--- src/rtl/instr_fetch_unit_pkg.sv ---
// Shared definitions for the instruction fetch stage: default widths, reset PC
// and the {instr, pc} record carried from memory response to IF_ID.
package instr_fetch_unit_pkg;

    localparam int IFU_ADDR_W  = 12;
    localparam int IFU_INSTR_W = 19;
    localparam int IFU_DEPTH   = 2;

    localparam logic [IFU_ADDR_W-1:0] PC_RESET = '0;

    typedef struct packed {
        logic [IFU_INSTR_W-1:0] instr;
        logic [IFU_ADDR_W-1:0]  pc;
    } fetch_entry_t;

endpackage

--- src/rtl/instr_fetch_unit_if.sv ---
// Bus bundle around the fetch unit: instruction-memory read port, ID-stage
// redirect and the valid/ready handshake into IF_ID.
interface instr_fetch_unit_if
    import instr_fetch_unit_pkg::*;
#(
    parameter int ADDR_W  = IFU_ADDR_W,
    parameter int INSTR_W = IFU_INSTR_W
);

    logic               imem_req;
    logic [ADDR_W-1:0]  imem_addr;
    logic [INSTR_W-1:0] imem_rdata;
    logic               redirect;
    logic [ADDR_W-1:0]  redirect_pc;
    logic               out_ready;
    logic               out_valid;
    logic [INSTR_W-1:0] out_instr;
    logic [ADDR_W-1:0]  out_pc;

    modport master (
        output imem_req, imem_addr, out_valid, out_instr, out_pc,
        input  imem_rdata, redirect, redirect_pc, out_ready
    );

    modport slave (
        input  imem_req, imem_addr, out_valid, out_instr, out_pc,
        output imem_rdata, redirect, redirect_pc, out_ready
    );

endinterface

--- src/rtl/instr_fetch_unit_fetch_fifo.sv ---
// Small synchronous prefetch FIFO with flush; head is read combinationally.
// Storage is not reset -- only pointers and count are.
module fetch_fifo #(
    parameter int DEPTH = 2,
    parameter int W     = 31,
    localparam int PTR_W = $clog2(DEPTH),
    localparam int CNT_W = $clog2(DEPTH) + 1
) (
    input  logic             clk,
    input  logic             reset,
    input  logic             flush,
    input  logic             push,
    input  logic [W-1:0]     push_data,
    input  logic             pop,
    output logic [CNT_W-1:0] count,
    output logic [W-1:0]     head,
    output logic             empty
);

    logic [W-1:0]     mem [DEPTH];
    logic [PTR_W-1:0] rd_ptr;
    logic [PTR_W-1:0] wr_ptr;

    always_ff @(posedge clk) begin
        if (reset || flush) begin
            rd_ptr <= '0;
            wr_ptr <= '0;
            count  <= '0;
        end else begin
            if (push) wr_ptr <= wr_ptr + PTR_W'(1);
            if (pop)  rd_ptr <= rd_ptr + PTR_W'(1);
            if (push && !pop)      count <= count + CNT_W'(1);
            else if (pop && !push) count <= count - CNT_W'(1);
        end
    end

    always_ff @(posedge clk) begin
        if (push && !flush) mem[wr_ptr] <= push_data;
    end

    assign head  = mem[rd_ptr];
    assign empty = (count == '0);

endmodule

--- src/rtl/instr_fetch_unit.sv ---
// Fetch stage: owns the PC, issues one-cycle-latency reads to instruction
// memory and queues {instr, pc} for IF_ID; a redirect flushes and restarts.
module instr_fetch_unit
    import instr_fetch_unit_pkg::*;
#(
    parameter int ADDR_W  = IFU_ADDR_W,
    parameter int INSTR_W = IFU_INSTR_W,
    parameter int DEPTH   = IFU_DEPTH
) (
    input  logic                clk,
    input  logic                reset,
    instr_fetch_unit_if.master  bus
);

    localparam int CNT_W = $clog2(DEPTH) + 1;
    localparam int OCC_W = CNT_W + 1;
    localparam int EW    = INSTR_W + ADDR_W;
    localparam logic [OCC_W-1:0] DEPTH_OCC = OCC_W'(DEPTH);

    logic [ADDR_W-1:0] fetch_pc;
    logic              vld_p1;
    logic [ADDR_W-1:0] pc_p1;
    logic [CNT_W-1:0]  count;
    logic [EW-1:0]     head;
    logic              empty;
    logic              pop;
    logic              push;
    logic              issue;
    logic [OCC_W-1:0]  occ;

    // Occupancy counts the outstanding read so a response always has a slot.
    assign occ   = OCC_W'(count) + OCC_W'(vld_p1) - OCC_W'(pop);
    assign issue = ~reset & ~bus.redirect & (occ < DEPTH_OCC);
    assign push  = vld_p1 & ~bus.redirect;
    assign pop   = bus.out_valid & bus.out_ready;

    assign bus.imem_req  = issue;
    assign bus.imem_addr = fetch_pc;
    assign bus.out_valid = ~empty & ~bus.redirect;
    assign bus.out_instr = empty ? '0 : head[EW-1:ADDR_W];
    assign bus.out_pc    = empty ? '0 : head[ADDR_W-1:0];

    // p0 -> p1: request issued, response due next cycle
    always_ff @(posedge clk) begin
        if (reset) begin
            fetch_pc <= ADDR_W'(PC_RESET);
            vld_p1   <= 1'b0;
        end else begin
            vld_p1 <= issue;
            if (bus.redirect)  fetch_pc <= bus.redirect_pc;
            else if (issue)    fetch_pc <= fetch_pc + ADDR_W'(1);
        end
    end

    always_ff @(posedge clk) begin
        if (issue) pc_p1 <= fetch_pc;
    end

    // p1 -> queue: memory word paired with the address it was read from
    fetch_fifo #(
        .DEPTH (DEPTH),
        .W     (EW)
    ) u_fifo (
        .clk       (clk),
        .reset     (reset),
        .flush     (bus.redirect),
        .push      (push),
        .push_data ({bus.imem_rdata, pc_p1}),
        .pop       (pop),
        .count     (count),
        .head      (head),
        .empty     (empty)
    );

endmodule

--- src/flat_wrapper.sv ---
// flat-port wrapper written by rule: the top's interface ports become plain ports
module instr_fetch_unit_flat import instr_fetch_unit_pkg::*;
#(
    parameter int ADDR_W  = IFU_ADDR_W,
    parameter int INSTR_W = IFU_INSTR_W,
    parameter int DEPTH   = IFU_DEPTH
)
  (clk, reset, bus_imem_req, bus_imem_addr, bus_out_valid, bus_out_instr, bus_out_pc, bus_imem_rdata, bus_redirect, bus_redirect_pc, bus_out_ready);
  instr_fetch_unit_if #(.ADDR_W(ADDR_W), .INSTR_W(INSTR_W)) bus_i ();
  input  logic clk;
  input  logic reset;
  output wire logic [$bits(bus_i.imem_req)-1:0] bus_imem_req;
  output wire logic [$bits(bus_i.imem_addr)-1:0] bus_imem_addr;
  output wire logic [$bits(bus_i.out_valid)-1:0] bus_out_valid;
  output wire logic [$bits(bus_i.out_instr)-1:0] bus_out_instr;
  output wire logic [$bits(bus_i.out_pc)-1:0] bus_out_pc;
  input wire logic [$bits(bus_i.imem_rdata)-1:0] bus_imem_rdata;
  input wire logic [$bits(bus_i.redirect)-1:0] bus_redirect;
  input wire logic [$bits(bus_i.redirect_pc)-1:0] bus_redirect_pc;
  input wire logic [$bits(bus_i.out_ready)-1:0] bus_out_ready;
  assign bus_imem_req = bus_i.imem_req;
  assign bus_imem_addr = bus_i.imem_addr;
  assign bus_out_valid = bus_i.out_valid;
  assign bus_out_instr = bus_i.out_instr;
  assign bus_out_pc = bus_i.out_pc;
  assign bus_i.imem_rdata = bus_imem_rdata;
  assign bus_i.redirect = bus_redirect;
  assign bus_i.redirect_pc = bus_redirect_pc;
  assign bus_i.out_ready = bus_out_ready;
  instr_fetch_unit #(.ADDR_W(ADDR_W), .INSTR_W(INSTR_W), .DEPTH(DEPTH)) u_core (.clk(clk), .reset(reset), .bus(bus_i));
endmodule
--- config.mk ---
export PLATFORM = sky130hd
export DESIGN_NAME = instr_fetch_unit_flat
export DESIGN_NICKNAME = d
export VERILOG_FILES = /design/src/rtl/instr_fetch_unit_pkg.sv /design/src/rtl/instr_fetch_unit_if.sv /design/src/rtl/instr_fetch_unit_fetch_fifo.sv /design/src/rtl/instr_fetch_unit.sv /design/src/flat_wrapper.sv
export SDC_FILE = /design/constraint.sdc
export NUM_CORES = 1
export LEC_CHECK = 0
export CAP_MARGIN = 20
export CORE_ASPECT_RATIO = 0.75
export CORE_UTILIZATION = 62
export DETAILED_ROUTE_END_ITERATION = 8
export DONT_BUFFER_PORTS = 1
export PLACE_DENSITY = 0.87
export SYNTH_ARGS = -nofsm -noshare
export SYNTH_HDL_FRONTEND = slang
export SYNTH_HIERARCHICAL = 1
export SYNTH_SLANG_ARGS = --single-unit
--- constraint.sdc ---
create_clock -name clk -period 5.55 [get_ports clk]
set_input_delay 1.11 -clock clk [delete_from_list [all_inputs] [get_ports clk]]
set_output_delay 1.11 -clock clk [all_outputs]
set_load 0.02 [all_outputs]
==> flow_summary.json <==
{
  "netlist_area_sq_um": 3799,
  "cts.repair.resized": 0,
  "cts_tree": "yes",
  "yosysTopAreaCell": "edfxtp_1",
  "crit_end": "bus_imem_req",
  "slowest_stage": "inv_1",
  "antenna_found_initial": 0,
  "fmax_ghz": 0.2156,
  "clk_latency_ns": 0.35,
  "status": "completed",
  "peakVddDrop_mv": 0.2352,
  "hold_buffers": 0,
  "synth_area_leaders": "edfxtp_1 58%, dfxtp_1 9.5%, mux2_2 9.2%",
  "pre_cts_ws_ns": 0.9016,
  "fin_setup_tns_ns": 0,
  "fin_crit_sh_pct": 83.57,
  "syn_inst": 256,
  "cp_data_required_time_ns": 4.44,
  "dpl.cell_count": 328,
  "cts_made_buffers": 9,
  "p_per_area_nw_per_um2": 314.2,
  "crit_family": "simple AND/OR/NAND/NOR gates",
  "diodes": 0,
  "grt_usage_pct": 20.83,
  "cp.depth": 8,
  "vias_per_cell": 6.017,
  "path_class": "in -> out",
  "slowest_delay_ns": 0.52,
  "r2r_slack_ns": 2.21,
  "cts-root-buf": "clkbuf_8",
  "ys_seq_elements": 92,
  "leakage_nw": 1.290,
  "crit_path_end_kind": "output port",
  "htreeDepth": 3,
  "seq_area_frac_synth_pct": 67.98,
  "placed_cell_area_sq_um": 3885,
  "nets": 300,
  "coreArea_sq_um": 5856,
  "ff2ff_path_depth": 9,
  "maxSlewHeadroom_pct": 56.21,
  "num_vias": 2070,
  "io_buffers": 0,
  "path_max_fanout": 23,
  "crit_buf_inv": 1,
  "syn_avg_cell_area_sq_um": 14.84,
  "path_clk_slew_ns": 0.09,
  "detail_route.first_pass.iterations": 4,
  "synth_nets": 295,
  "start_util_pct": 64.87,
  "fin_ws_ns": 0.9117,
  "worstPathCellList": "nor2_1 > and2_1 > ha_1 > nand2b_1 > fa_1 > nor3b_4 > nand2_4 > inv_1",
  "fin_area_sq_um": 4084,
  "yosysTopAreaCellShare_pct": 58.50,
  "grt_pass1_wl_microns": 9977,
  "critPathLaunchType": "input pin",
  "cts_sinks": 92,
  "fin_crit_ns": 4.638,
  "hold_path.class": "reg -> reg",
  "ys_warn_count": 6,
  "top_level_ports": 80,
  "r2r-start": "u_core/u_fifo/count[1]",
  "final_cells": 344,
  "grt_remaining_overflow": 0,
  "cp.arrival_ns": 3.53,
  "fp.dieW_microns": 92.39,
  "startpoint": "bus_redirect",
  "setup_viol": 0,
  "grt_max_degree": 32,
  "max-clock-path-buffers": 2,
  "place_hpwl_microns": 4105,
  "worstMarginPinSlew_ns": 0.6561,
  "drv_cap": 0,
  "wl_per_cell_microns": 18.49,
  "place_congestion": 0.8860,
  "slew_viol_final": 0,
  "drc_errors": 0,
  "die-area_sq_um": 6447,
  "first_global_vias": 1959,
  "die_y_microns": 69.79,
  "hold_viol": 0,
  "wl_microns": 6359,
  "r2r_end": "u_core/pc_p1[10]",
  "cts_setup_buffers": 0,
  "num_rows": 24,
  "rsz0062_at_grt": "false",
  "whs_path_depth": 0,
  "ant_nets": 0,
  "ys_types": 40,
  "skew_ns": 0.008795,
  "area_delta_synth_final_pct": 7.510,
  "first_iter_violations": 128,
  "drive_above_1_share_pct": 21.43
}
synthesized netlist by cell type (all sizes together):
| cell | number |
|---|---|
| a211oi | 4 |
| a21oi | 2 |
| a2bb2oi | 1 |
| a31oi | 9 |
| and2 | 1 |
| and3b | 1 |
| and4 | 1 |
| buf | 4 |
| clkbuf | 6 |
| dfxtp | 18 |
| edfxtp | 74 |
| fa | 1 |
| ha | 3 |
| inv | 6 |
| mux2 | 31 |
| mux2i | 1 |
| nand2 | 15 |
| nand2b | 1 |
| nand3 | 4 |
| nand4 | 3 |
| nand4b | 1 |
| nor2 | 3 |
| nor2b | 33 |
| nor3 | 4 |
| nor3b | 2 |
| o211ai | 8 |
| o21ai | 1 |
| o21bai | 1 |
| o311ai | 1 |
| o31a | 1 |
| or3 | 8 |
| or4 | 2 |
| xnor2 | 3 |
| xor2 | 2 |
state kept, by name, indices dropped and copies added, names as in the netlist, named ones only:
signal	count
u_core/u_fifo/wr_ptr	1
u_core/bus.imem_addr	12
u_core/pc_p1	12
u_core/u_fifo/count	2
u_core/vld_p1	1
u_core/u_fifo/mem	62
u_core/u_fifo/rd_ptr	1
worst min-delay path by stage:
stage	start	end
finish	u_core/pc_p1[1]	u_core/u_fifo/mem[0][1]
global route	u_core/pc_p1[1]	u_core/u_fifo/mem[0][1]
CTS	u_core/pc_p1[10]	u_core/u_fifo/mem[1][10]
detailed placement	u_core/pc_p1[10]	u_core/u_fifo/mem[1][10]
global placement	u_core/pc_p1[10]	u_core/u_fifo/mem[0][10]
floorplan	u_core/pc_p1[0]	u_core/u_fifo/mem[0][0]
worst register-to-register path, cell delays in order, from the launching register on:
cell	delay, ns
dfxtp_1	0.47
nor2_2	0.08
nor2_1	0.33
and2_1	0.25
ha_1	0.25
nand2b_1	0.15
fa_1	0.51
nor3b_4	0.27
nand2_4	0.13
inv_1	0.52
layer usage:
metal	part of all wire [%]	global-route usage, %	wire length (microns)	up-vias
met3	8.8	7.675	560	2
li1	-	-	-	971
met2	50	32.76	3150	107
met5	0	0	0	-
met4	0.25	5.729	16	0
met1	41	27.51	2632	990
logic make-up after synthesis:
| kind of cell | Yosys count | share of synthesized area, % |
|---|---|---|
| compound gates | 28 | 5.270 |
| xor+xnor | 5 | 1.351 |
| fa+ha+maj | 4 | 1.515 |
| buf+inv | 16 | 1.877 |
| flops | 92 | 67.98 |
| mux | 32 | 9.453 |
| simple gates | 79 | 12.55 |
metrics by stage:
step           hold WS (ns)  power (mW)  utilization [%]
2_1_floorplan        0.4215      0.8490                -
3_3_place_gp         0.4246      0.8586            66.35
3_5_place_dp         0.4352      0.8617            66.35
4_1_cts              0.4483       1.296            69.74
5_1_grt              0.4523       1.329            69.74
6_report             0.4484       1.283            69.74
area by class of cell:
| class | count | area [sq um] |
|---|---|---|
| flip-flops and latches | 92 | 2582 |
| fillers | 397 | 1772 |
| multi-input cells | 148 | 1152 |
| clock buffers | 10 | 127.6 |
| well taps | 78 | 97.59 |
| clock inverters | 6 | 71.32 |
| repair buffers | 4 | 30.03 |
| inverters | 6 | 22.52 |
placed cells by master, fill, tap and decap left out, types with 2 or more instances in the layout:
master and n:
nand3_1 4, edfxtp_1 74, o211ai_1 8, nor2_1 2, mux2_2 31, xor2_1 2, xnor2_1 2, nor3_1 4
inv_6 2, buf_4 4, or3_1 8, nand4_1 2, dfxtp_1 18, a31oi_1 9, clkinvlp_4 2, ha_1 3
or4_1 2, inv_1 6, a21oi_1 2, nand2_1 14, a211oi_1 3, nor2b_1 33, clkbuf_8 9
power by group:
| part | switching [mW] | total (mW) | internal, mW |
|---|---|---|---|
| combinational | 0.0396 | 0.0603 | 0.0208 |
| clock | 0.225 | 0.437 | 0.212 |
| sequential | 0.0223 | 0.786 | 0.763 |
| total | 0.287 | 1.28 | 0.996 |
Note: power is estimated with default switching activity, not from simulation.
